File: src/rtl/seq_multiplier_module.sv
// Sequential shift-add multiplier: one partial product per clock, optional
// two's-complement operands handled by sign-magnitude conversion around an
// unsigned core. Registered 2*WIDTH result, one-cycle done pulse, LCD show flag.
module seq_multiplier_module #(
    parameter int unsigned WIDTH     = 16,
    parameter bit          SIGNED_EN = 1'b1
) (
    input  logic               clk,
    input  logic               reset,
    input  logic [WIDTH-1:0]   entry_1,
    input  logic [WIDTH-1:0]   entry_2,
    input  logic               start,
    input  logic               signed_mode,
    input  logic               show_mult,
    output logic               busy,
    output logic               done,
    output logic [2*WIDTH-1:0] result,
    output logic               show_result
);

    localparam int unsigned CntW = $clog2(WIDTH);

    typedef enum logic [1:0] {
        StIdle,
        StCalc,
        StDone
    } state_e;

    state_e             state_q, state_d;
    logic [WIDTH-1:0]   mcand_q, mcand_d;
    logic [WIDTH-1:0]   mplier_q, mplier_d;
    logic [WIDTH-1:0]   acc_q, acc_d;
    logic [CntW-1:0]    counter_q, counter_d;
    logic               neg_q, neg_d;
    logic [2*WIDTH-1:0] result_q, result_d;
    logic               done_q, done_d;
    logic               valid_q, valid_d;
    logic               show_q, show_d;

    logic               signed_op;
    logic               sign_1, sign_2;
    logic [WIDTH-1:0]   mag_1, mag_2;
    logic [WIDTH-1:0]   addend;
    logic [WIDTH:0]     sum;
    logic [2*WIDTH-1:0] product;

    // Operand magnitudes and the current partial-product step.
    always_comb begin
        signed_op = SIGNED_EN && signed_mode;
        sign_1    = signed_op && entry_1[WIDTH-1];
        sign_2    = signed_op && entry_2[WIDTH-1];
        // -2^(WIDTH-1) negates to itself, which is the correct unsigned magnitude.
        mag_1     = sign_1 ? (~entry_1 + WIDTH'(1)) : entry_1;
        mag_2     = sign_2 ? (~entry_2 + WIDTH'(1)) : entry_2;
        addend    = mplier_q[0] ? mcand_q : '0;
        sum       = {1'b0, acc_q} + {1'b0, addend};
        // Full product as it stands after this step's right shift.
        product   = {sum, mplier_q[WIDTH-1:1]};
    end

    // Next-state logic: accept in IDLE/DONE, iterate WIDTH times in CALC.
    always_comb begin
        state_d   = state_q;
        mcand_d   = mcand_q;
        mplier_d  = mplier_q;
        acc_d     = acc_q;
        counter_d = counter_q;
        neg_d     = neg_q;
        result_d  = result_q;
        done_d    = 1'b0;
        valid_d   = valid_q;
        show_d    = show_mult & valid_q;

        case (state_q)
            StIdle, StDone: begin
                if (start) begin
                    mcand_d   = mag_1;
                    mplier_d  = mag_2;
                    neg_d     = sign_1 ^ sign_2;
                    acc_d     = '0;
                    counter_d = '0;
                    valid_d   = 1'b0;
                    show_d    = 1'b0;
                    state_d   = StCalc;
                end
            end
            StCalc: begin
                acc_d     = sum[WIDTH:1];
                mplier_d  = {sum[0], mplier_q[WIDTH-1:1]};
                counter_d = counter_q + CntW'(1);
                if (counter_q == CntW'(WIDTH - 1)) begin
                    result_d = neg_q ? (~product + (2 * WIDTH)'(1)) : product;
                    done_d   = 1'b1;
                    valid_d  = 1'b1;
                    state_d  = StDone;
                end
            end
            default: state_d = StIdle;
        endcase
    end

    // State registers with asynchronous active-low reset.
    always_ff @(posedge clk or negedge reset) begin
        if (!reset) begin
            state_q   <= StIdle;
            mcand_q   <= '0;
            mplier_q  <= '0;
            acc_q     <= '0;
            counter_q <= '0;
            neg_q     <= 1'b0;
            result_q  <= '0;
            done_q    <= 1'b0;
            valid_q   <= 1'b0;
            show_q    <= 1'b0;
        end else begin
            state_q   <= state_d;
            mcand_q   <= mcand_d;
            mplier_q  <= mplier_d;
            acc_q     <= acc_d;
            counter_q <= counter_d;
            neg_q     <= neg_d;
            result_q  <= result_d;
            done_q    <= done_d;
            valid_q   <= valid_d;
            show_q    <= show_d;
        end
    end

    assign busy        = (state_q == StCalc);
    assign done        = done_q;
    assign result      = result_q;
    assign show_result = show_q;

endmodule
File: config.mk
export PLATFORM = sky130hd
export DESIGN_NAME = seq_multiplier_module
export DESIGN_NICKNAME = d
export VERILOG_FILES = /design/src/rtl/seq_multiplier_module.sv
export SDC_FILE = /design/constraint.sdc
export NUM_CORES = 1
export LEC_CHECK = 0
export ABC_AREA = 1
export CAP_MARGIN = 10
export CORE_ASPECT_RATIO = 1.4
export CORE_MARGIN = 2
export CORE_UTILIZATION = 35
export DETAILED_ROUTE_END_ITERATION = 10
export HOLD_SLACK_MARGIN = 0.08
export MAX_ROUTING_LAYER = met4
export PLACE_DENSITY = 0.66
export RECOVER_POWER = 100
export SLEW_MARGIN = 10
export SYNTH_ARGS = -nofsm -noshare
export SYNTH_HDL_FRONTEND = slang
export SYNTH_SLANG_ARGS = --single-unit
File: constraint.sdc
create_clock -name clk -period 8 [get_ports clk]
set_input_delay 1.2 -clock clk [delete_from_list [all_inputs] [get_ports clk]]
set_output_delay 1.2 -clock clk [all_outputs]
set_load 0.01 [all_outputs]
==> impl_metrics.env, run 1 <==
export IMPL_cp_arrival_ps=4710
export IMPL_cp_slowest_stage_delay_ps=2040
export IMPL_drc_errors=0
export IMPL_cts_sinks=90
export IMPL_syn_inst=864
export IMPL_gp_congestion=0.955
export IMPL_p_sw_share_pct=48.0
export IMPL_dieArea_um2=18400
export IMPL_rows=57
export IMPL_timing_max_cap_violations=3
export IMPL_finalSetupTns_ps=0
export IMPL_cts_buffer_depth=2
export IMPL_grt_usage_pct=18.6
export IMPL_die_w_um=115
export IMPL_min_path_type="reg2reg"
export IMPL_dpl_instance_area_um2=6980
export IMPL_synth_cell_area_um2=6070
export IMPL_synth_distinct_cells=40
export IMPL_drive_above_1_share_pct=5.29
export IMPL_ys_ff_latch=90
export IMPL_wl_um=15900
export IMPL_synth_edf_count=0
export IMPL_clock_latency_ps=340
export IMPL_crit_slowest_cell="clkbuf_1"
export IMPL_numCtsBuffers=9
export IMPL_yosysWarnings=0
export IMPL_cellPowerDensity_nw_per_um2=410
export IMPL_h_tree_depth=3
export IMPL_fin_skew_ps=7.86
export IMPL_path_buf_inv=2
export IMPL_via_per_inst=4.76
export IMPL_num_nets_final=982
export IMPL_p_seq_share_pct=28.3
export IMPL_utilization_pct=42.2
export IMPL_synth_main_ff_cell="dfrtp_1"
export IMPL_crit_fanout=53
export IMPL_antenna_found_initial=0
export IMPL_wl_per_cell_um=13.7
export IMPL_start_kind="input pin"
export IMPL_timing_worst_setup_path_type="in2async"
export IMPL_p_leak_nw=3.74
export IMPL_grt_remaining_overflow=0
export IMPL_ir_drop_mv=0.154
export IMPL_finalHoldViolations=0
export IMPL_initial_core_util_pct=35.3
export IMPL_multi_input_area_um2=3250
export IMPL_syn_area_per_cell_um2=7.02
export IMPL_combPwrFrac_pct=56.4
export IMPL_first_iter_violations=274
export IMPL_final_area_um2=7260
export IMPL_grt_pass1_vias=5364
export IMPL_yosys_top_cells_area="dfrtp_1, nand2_1, inv_1"
export IMPL_grt_first_pass_wirelength_um=26700
export IMPL_p_sw_w=0.00143
export IMPL_clk_pin_slew_worst_paths_ps=60
export IMPL_die_height_um=160
export IMPL_antennaDiodeCount=0
export IMPL_path_cells="clkbuf_1 > clkbuf_1"
export IMPL_ctsResizeCount=0
export IMPL_intPower_w=0.00155
export IMPL_status="finished with violations"
export IMPL_dr_pass1_iters=5
export IMPL_nFillCells=1759
export IMPL_numPortBuffers=71
export IMPL_max_freq_ghz=0.206
export IMPL_ios=72
export IMPL_seqCellArea_um2=2250
export IMPL_synth_area_leader_cell="dfrtp_1"
export IMPL_async_flop_share_pct=100
export IMPL_synth_fp_nets=922
export IMPL_slew_violations=139
export IMPL_grt_max_degree=54
export IMPL_postCtsSetupBuffers=0
export IMPL_clockPowerShare_pct=15.2
export IMPL_coreArea_um2=17200
export IMPL_crit_path_frequent_cell="clkbuf_1"
export IMPL_ys_seq_area_share_pct=37.1
export IMPL_postRouteAntennaNets=0
export IMPL_hold_buffers=0
export IMPL_routed_via_count=5537
export IMPL_maxSlewHeadroom_pct=-83.3
export IMPL_rsz0062_at_grt="no"
export IMPL_endpoint_kind="async pin"
export IMPL_syn_to_final_growth_pct=19.7
export IMPL_setup_violations=0
export IMPL_violations="max-capacitance violations, max-slew violations"
export IMPL_root_buffer="clkbuf_16"
export IMPL_period_share_pct=60.7
export IMPL_cts_tree="yes"
export IMPL_yosys_area_top_type_share_pct=37.1
export IMPL_dpl_hpwl_um=12400
export IMPL_tightest_slew_ps=2750
export IMPL_required_ps=7850
export IMPL_min_period_ps=4860
export IMPL_crit_family="buffers and inverters"
-- cells in the final DEF (no fill, tap or decap), types with 13 or more instances in the layout --
cell type,Yosys,layout
clkdlybuf4s50_1,0,34
nand3_1,57,57
o21ai_0,69,71
a21oi_1,14,14
nand2_1,273,273
ha_1,20,20
dfrtp_1,90,90
inv_1,109,110
nand2_2,13,13
dlygate4sd3_1,0,36
xor2_1,41,41
nor2_1,64,66
-- kinds of logic after synthesis --
logic type,Yosys count,share of synthesized area (%)
fa+ha+maj,21,4.46
compound gates,115,10.9
buf+inv,142,9.01
xor+xnor,46,6.64
simple gates,450,31.9
flops,90,37.1
-- flip-flops by register name, summed over array words and instances, names as in the netlist, 2 cells and up --
name,count
acc_q,16
mplier_q,16
state_q,2
counter_q,4
mcand_q,16
result,32
-- synthesized netlist by cell type, types with 7 or more instances --
cell,number
a21oi_1,14
clkbuf_1,19
dfrtp_1,90
ha_1,20
inv_1,109
inv_2,7
nand2_1,273
nand2_2,13
nand3_1,57
nand4_1,8
nor2_1,64
nor3_1,10
o21ai_0,69
o221ai_1,12
xor2_1,41
-- tightest hold or removal path: cells and delay by family, from the launching register on --
family / cells / cell delay, ps
simple gates: 2 / 100
flops: 1 / 340
-- power groups by stage --
stage	clock, W	combinational [W]	sequential (W)
5_1_grt	0.000478	0.00191	0.000871
4_1_cts	0.000462	0.00172	0.000846
2_1_floorplan	0	0.00119	0.000818
3_5_place_dp	0	0.00172	0.000851
3_3_place_gp	0	0.00169	0.000850
6_report	0.000453	0.00168	0.000843
-- path summary, 6_finish.rpt --
path | startpoint | end | slack (ps) | depth (start not counted)
max | reset | acc_q[5] | 3140 | 2
min | result[28] | result[28] | 470 | 2
max reg2reg | state_q[0] | result[20] | 3850 | 8
min reg2reg | result[28] | result[28] | 470 | 2
max in group clk | start | mplier_q[5] | 3400 | 9
min in group asynchronous | reset | result[5] | 1430 | 1
-- routing by layer --
layer | routed length, um | track usage (%) | part of all wire, %
met5 | 0 | - | 0
met4 | 487 | 6.85 | 3.1
met3 | 387 | 1.90 | 2.4
met2 | 7900 | 30.6 | 50
met1 | 7100 | 23.7 | 45
-- through the flow --
step                      worst slack, ps  total power (W)  instances  hold WS (ps)
after global placement               4100          0.00254       1149           464
final                                3140          0.00298       1163           470
after detailed placement             4070          0.00257       1149           465
after floorplan                      5290          0.00201        864           449
after CTS                            4440          0.00303       1163           483
after global routing                 2090          0.00326       1163           495
-- area by class of cell --
| type | instances | share of cell area, % |
|---|---|---|
| Multi-Input combinational cell | 632 | 44.8 |
| Sequential cell | 90 | 31.0 |
| Clock buffer | 10 | 3.15 |
| Inverter | 117 | 6.05 |
| Tap cell | 236 | 4.07 |
| Timing Repair Buffer | 74 | 9.86 |
| Clock inverter | 4 | 1.07 |
Note: power is estimated with default switching activity, not from simulation.
==> run 2, diff against run 1 <==
--- a/config.mk
+++ b/config.mk
@@ -13,7 +13,7 @@
 export DETAILED_ROUTE_END_ITERATION = 10
 export HOLD_SLACK_MARGIN = 0.08
 export MAX_ROUTING_LAYER = met4
-export PLACE_DENSITY = 0.66
+export PLACE_DENSITY = 0.68
 export RECOVER_POWER = 100
 export SLEW_MARGIN = 10
 export SYNTH_ARGS = -nofsm -noshare
==> constraint.sdc (replaced) <==
create_clock -name clk -period 4.33 [get_ports clk]
set_input_delay 0.6495 -clock clk [delete_from_list [all_inputs] [get_ports clk]]
set_output_delay 0.6495 -clock clk [all_outputs]
set_load 0.01 [all_outputs]
==> run 2 against run 1 <==
The flow still finishes with violations (max-capacitance violations, max-slew violations). Utilization increased by 0.080 points. First-iteration DRC count increased by 5.8%. Cell area is 0.19% higher. Worst setup slack worse by 1800 ps. Sequential share of layout area decreased by 0.059 points. Global-route usage shrank 0.34 points. Clock power is 82% higher. Register-to-register slack got worse by 2500 ps. Clock skew rose by 2.2 ps. Total power increased by 84%. Largest cell class unchanged. Highest routed layer unchanged.
==> impl_metrics.env, run 2 (same netlist as run 1, synthesis figures left out) <==
export IMPL_start_kind="flop"
export IMPL_crit_fanout=58
export IMPL_routed_via_count=5572
export IMPL_coreArea_um2=17200
export IMPL_grt_max_degree=71
export IMPL_multi_input_area_um2=3250
export IMPL_largest_reg_flops=32
export IMPL_route_met3_wl_um=516
export IMPL_cellPowerDensity_nw_per_um2=753
export IMPL_setup_violations=0
export IMPL_slew_violations=116
export IMPL_rsz0062_at_grt="no"
export IMPL_tightest_slew_ps=1740
export IMPL_grt_usage_pct=18.3
export IMPL_first_iter_violations=290
export IMPL_dpl_hpwl_um=12400
export IMPL_grt_pass1_vias=5458
export IMPL_required_ps=4530
export IMPL_crit_slowest_cell="nor2_1"
export IMPL_wl_per_cell_um=13.5
export IMPL_finalSetupTns_ps=0
export IMPL_wl_met1_um=6920
export IMPL_dr_pass1_iters=5
export IMPL_path_cells="nor2_1 > inv_1 > nor2_1 > inv_1 > buf_4 > nand2_1 > o21ai_0"
export IMPL_syn_to_final_growth_pct=19.9
export IMPL_num_nets_final=983
export IMPL_cts_sinks=90
export IMPL_final_cells=1166
export IMPL_endpoint_kind="flop"
export IMPL_final_cell_mix="nand2_1, inv_1, dfrtp_1"
export IMPL_cts_tree="yes"
export IMPL_max_freq_ghz=0.335
export IMPL_ios=72
export IMPL_die_height_um=160
export IMPL_rows=57
export IMPL_top_layer="met4"
export IMPL_die_w_um=115
export IMPL_cts_buffer_depth=2
export IMPL_finalHoldViolations=0
export IMPL_period_share_pct=68.9
export IMPL_drive_above_1_share_pct=5.81
export IMPL_via_per_inst=4.78
export IMPL_min_path_type="reg2reg"
export IMPL_numCtsBuffers=9
export IMPL_clk_pin_slew_worst_paths_ps=70
export IMPL_initial_core_util_pct=35.3
export IMPL_maxSlewHeadroom_pct=-16.1
export IMPL_crit_family="simple AND/OR/NAND/NOR gates"
export IMPL_grt_remaining_overflow=0
export IMPL_status="finished with violations"
export IMPL_postRouteAntennaNets=0
export IMPL_ir_drop_mv=0.215
export IMPL_violations="max-capacitance violations, max-slew violations"
export IMPL_h_tree_depth=3
export IMPL_drc_errors=0
export IMPL_antenna_found_initial=0
export IMPL_timing_worst_setup_path_type="reg2reg"
export IMPL_path_buf_inv=3
export IMPL_numPortBuffers=71
export IMPL_hold_buffers=0
export IMPL_nFillCells=1781
export IMPL_fin_skew_ps=10.1
export IMPL_gp_congestion=0.934
export IMPL_cp_slowest_stage_delay_ps=830
export IMPL_cp_arrival_ps=3180
export IMPL_ctsResizeCount=0
export IMPL_root_buffer="clkbuf_16"
export IMPL_grt_first_pass_wirelength_um=26400
export IMPL_dp_cells=1150
export IMPL_wl_um=15700
export IMPL_antennaDiodeCount=0
export IMPL_final_common_cell="nand2_1"
export IMPL_seqCellArea_um2=2250
export IMPL_dr_wl_met2_um=7780
export IMPL_timing_max_cap_violations=2
export IMPL_dieArea_um2=18400
export IMPL_p_leak_nw=3.74
export IMPL_clock_latency_ps=350
export IMPL_postCtsSetupBuffers=0
export IMPL_min_period_ps=2980
## run 2: cell type report
type | instances | share of cell area [%]
Clock buffer | 9 | 3.10
Inverter | 117 | 6.04
Sequential cell | 90 | 31.0
Multi-Input combinational cell | 632 | 44.7
Tap cell | 236 | 4.06
Clock inverter | 7 | 1.19
Timing Repair Buffer | 75 | 9.96
## run 2: where the power goes
group          total (W)  internal (W)  switching [W]
clock           0.000824      0.000457       0.000367
sequential       0.00156       0.00123       0.000327
combinational    0.00309       0.00112        0.00197
total            0.00547       0.00281        0.00266
## run 2: worst min-delay path, stage by stage (launching register included)
cell and delay, ps:
dfrtp_1 340, nand2_1 50, o21ai_0 50
## run 2: through the flow
| step | util (%) | power, W | setup WS, ps | instance area (um2) | hold slack (ps) |
|---|---|---|---|---|---|
| after floorplan | - | 0.00371 | 1620 | 6070 | 354 |
| after global placement | 40.7 | 0.00468 | 1540 | 6990 | 466 |
| after detailed placement | 40.7 | 0.00473 | 1460 | 6990 | 470 |
| after CTS | 42.5 | 0.00557 | 1450 | 7300 | 463 |
| after global routing | 42.3 | 0.00598 | 981 | 7270 | 510 |
| final | 42.3 | 0.00547 | 1350 | 7270 | 480 |
## run 2: metal layers
| metal | vias up | GRT usage, % |
|---|---|---|
| met5 | - | - |
| met3 | 39 | 2.24 |
| met2 | 119 | 30.5 |
| li1 | 2863 | - |
| met4 | 0 | 7.94 |
| met1 | 2551 | 22.1 |
## run 2: final timing paths
check                      startpoint      endpoint  slack, ps  depth (start not counted)
setup / recovery           state_q[1]    result[10]       1350                          7
setup reg to reg           state_q[1]    result[10]       1350                          7
hold / removal             mcand_q[8]    mcand_q[8]        480                          2
hold reg to reg            mcand_q[8]    mcand_q[8]        480                          2
max in group asynchronous       reset  mplier_q[10]       1760                          2
min in group asynchronous       reset   mcand_q[13]        740                          1
==> run 3, diff against run 2 <==
==> constraint.sdc (replaced) <==
create_clock -name clk -period 2.7 [get_ports clk]
set_input_delay 0.405 -clock clk [delete_from_list [all_inputs] [get_ports clk]]
set_output_delay 0.405 -clock clk [all_outputs]
set_load 0.01 [all_outputs]
==> run 3 against run 2 <==
Register-to-register slack got worse by 1100 ps. Count of clock-buffer cells in the layout increased by 1. Clock power is 59% higher. Routed wire length grew 1.1%. The flow now finishes without violations. Total power is 67% higher. Sequential share of layout area fell by 0.88 points. Largest power group unchanged. Final cell count is 1.1% higher. Clock skew shrank 1.7 ps.
==> impl_metrics.env, run 3 (same netlist as run 1, synthesis figures left out) <==
export IMPL_path_buf_inv=3
export IMPL_first_iter_violations=188
export IMPL_final_common_cell="nand2_1"
export IMPL_fin_ws_ps=255
export IMPL_largest_reg_flops=32
export IMPL_syn_to_final_growth_pct=23.4
export IMPL_dieArea_um2=18400
export IMPL_period_share_pct=90.6
export IMPL_routed_via_count=5656
export IMPL_setup_violations=0
export IMPL_timing_max_cap_violations=0
export IMPL_grt_first_pass_wirelength_um=26700
export IMPL_clock_latency_ps=340
export IMPL_root_buffer="clkbuf_16"
export IMPL_ios=72
export IMPL_hold_worst_slack_ps=477
export IMPL_final_area_um2=7490
export IMPL_final_cell_mix="nand2_1, inv_1, dfrtp_1"
export IMPL_crit_family="simple AND/OR/NAND/NOR gates"
export IMPL_dp_cells=1162
export IMPL_initial_core_util_pct=35.3
export IMPL_numPortBuffers=71
export IMPL_crit_fanout=14
export IMPL_h_tree_depth=3
export IMPL_die_w_um=115
export IMPL_crit_path_frequent_cell="nand2_1"
export IMPL_rsz0062_at_grt="yes"
export IMPL_crit_slowest_cell="dfrtp_1"
export IMPL_grt_usage_pct=18.6
export IMPL_min_path_type="reg2reg"
export IMPL_via_per_inst=4.80
export IMPL_clk_pin_slew_worst_paths_ps=70
export IMPL_die_height_um=160
export IMPL_wl_um=15900
export IMPL_maxSlewHeadroom_pct=30.9
export IMPL_cellPowerDensity_nw_per_um2=1220
export IMPL_status="finished clean"
export IMPL_slew_violations=0
export IMPL_cts_sinks=90
export IMPL_drc_errors=0
export IMPL_grt_max_degree=45
export IMPL_coreArea_um2=17200
export IMPL_finalHoldViolations=0
export IMPL_wl_per_cell_um=13.5
export IMPL_ir_drop_mv=0.462
export IMPL_dpl_hpwl_um=12800
export IMPL_fin_skew_ps=8.37
export IMPL_grt_remaining_overflow=0
export IMPL_p_leak_nw=3.78
export IMPL_path_cells="buf_4 > nand2_1 > inv_1 > ha_1 > inv_2 > nand2_1 > nand3_1 > nand2_1 > nand2_2 > nand2_1 > nand2_1 > nand2_1 > nand2_1 > o21ai_2 > nand3_1 > nand3_1 > nand2_1"
export IMPL_drive_above_1_share_pct=9.86
export IMPL_grt_pass1_vias=5513
export IMPL_dp_slack_ps=146
export IMPL_final_cells=1179
export IMPL_start_kind="flop"
export IMPL_postRouteAntennaNets=0
export IMPL_cp_slowest_stage_delay_ps=400
export IMPL_utilization_pct=43.6
export IMPL_num_nets_final=996
export IMPL_endpoint_kind="flop"
export IMPL_numCtsBuffers=9
export IMPL_antenna_found_initial=0
export IMPL_required_ps=2930
export IMPL_cts_tree="yes"
export IMPL_cts_buffer_depth=2
export IMPL_dpl_instance_area_um2=7090
export IMPL_max_freq_ghz=0.409
export IMPL_cp_arrival_ps=2680
export IMPL_rows=57
export IMPL_tightest_slew_ps=1040
export IMPL_gp_congestion=0.974
export IMPL_antennaDiodeCount=0
export IMPL_min_period_ps=2450
export IMPL_timing_worst_setup_path_type="reg2reg"
export IMPL_dr_pass1_iters=5
## run 3: worst min-delay path, stage by stage (launching register included)
cell     delay (ps)
dfrtp_1         340
nand2_1          50
o21ai_0          60
## run 3: final cells by class
cell class | instances | area, um2
clock buffers | 10 | 239
repair buffers | 88 | 813
fillers | 1804 | 9700
multi-input cells | 632 | 3380
inverters | 117 | 439
well taps | 236 | 295
clock inverters | 6 | 71.3
flip-flops and latches | 90 | 2250
## run 3: metal layers
layer  share of wire (%)  track usage, %  vias up
met3                 3.6            2.43       50
met1                  42            22.1     2572
li1                    -               -     2897
met4                 4.6            8.87        0
met2                  50            31.0      137
met5                   0               -        -
## run 3: path summary, 6_finish.rpt
check	slack, ps	depth (start not counted)	from	endpoint
worst max-delay path	250	17	mplier_q[0]	result[28]
min in group asynchronous	710	2	reset	mcand_q[11]
worst max register to register	250	17	mplier_q[0]	result[28]
worst min register to register	480	2	result[3]	result[3]
worst min-delay path	480	2	result[3]	result[3]
max in group asynchronous	460	3	reset	result[18]
## run 3: power breakdown
part | internal (W) | leakage (nW) | switching, W
registers | 0.00198 | 1.13 | 0.000440
clock network | 0.000753 | 0.151 | 0.000559
logic | 0.00203 | 2.51 | 0.00337
## run 3: stage by stage
stage / total power (W) / setup TNS, ps
2_1_floorplan: 0.00595 / 0
3_3_place_gp: 0.00769 / 0
3_5_place_dp: 0.00776 / 0
4_1_cts: 0.00911 / 0
5_1_grt: 0.0100 / -20.7
6_report: 0.00913 / 0
## run 3: repair_timing
action	in CTS	in global routing
endpoints found under the setup margin	0	8
hold buffers	1	0
endpoints found under the hold margin	32	0
resized for setup	0	35
setup buffers	0	0
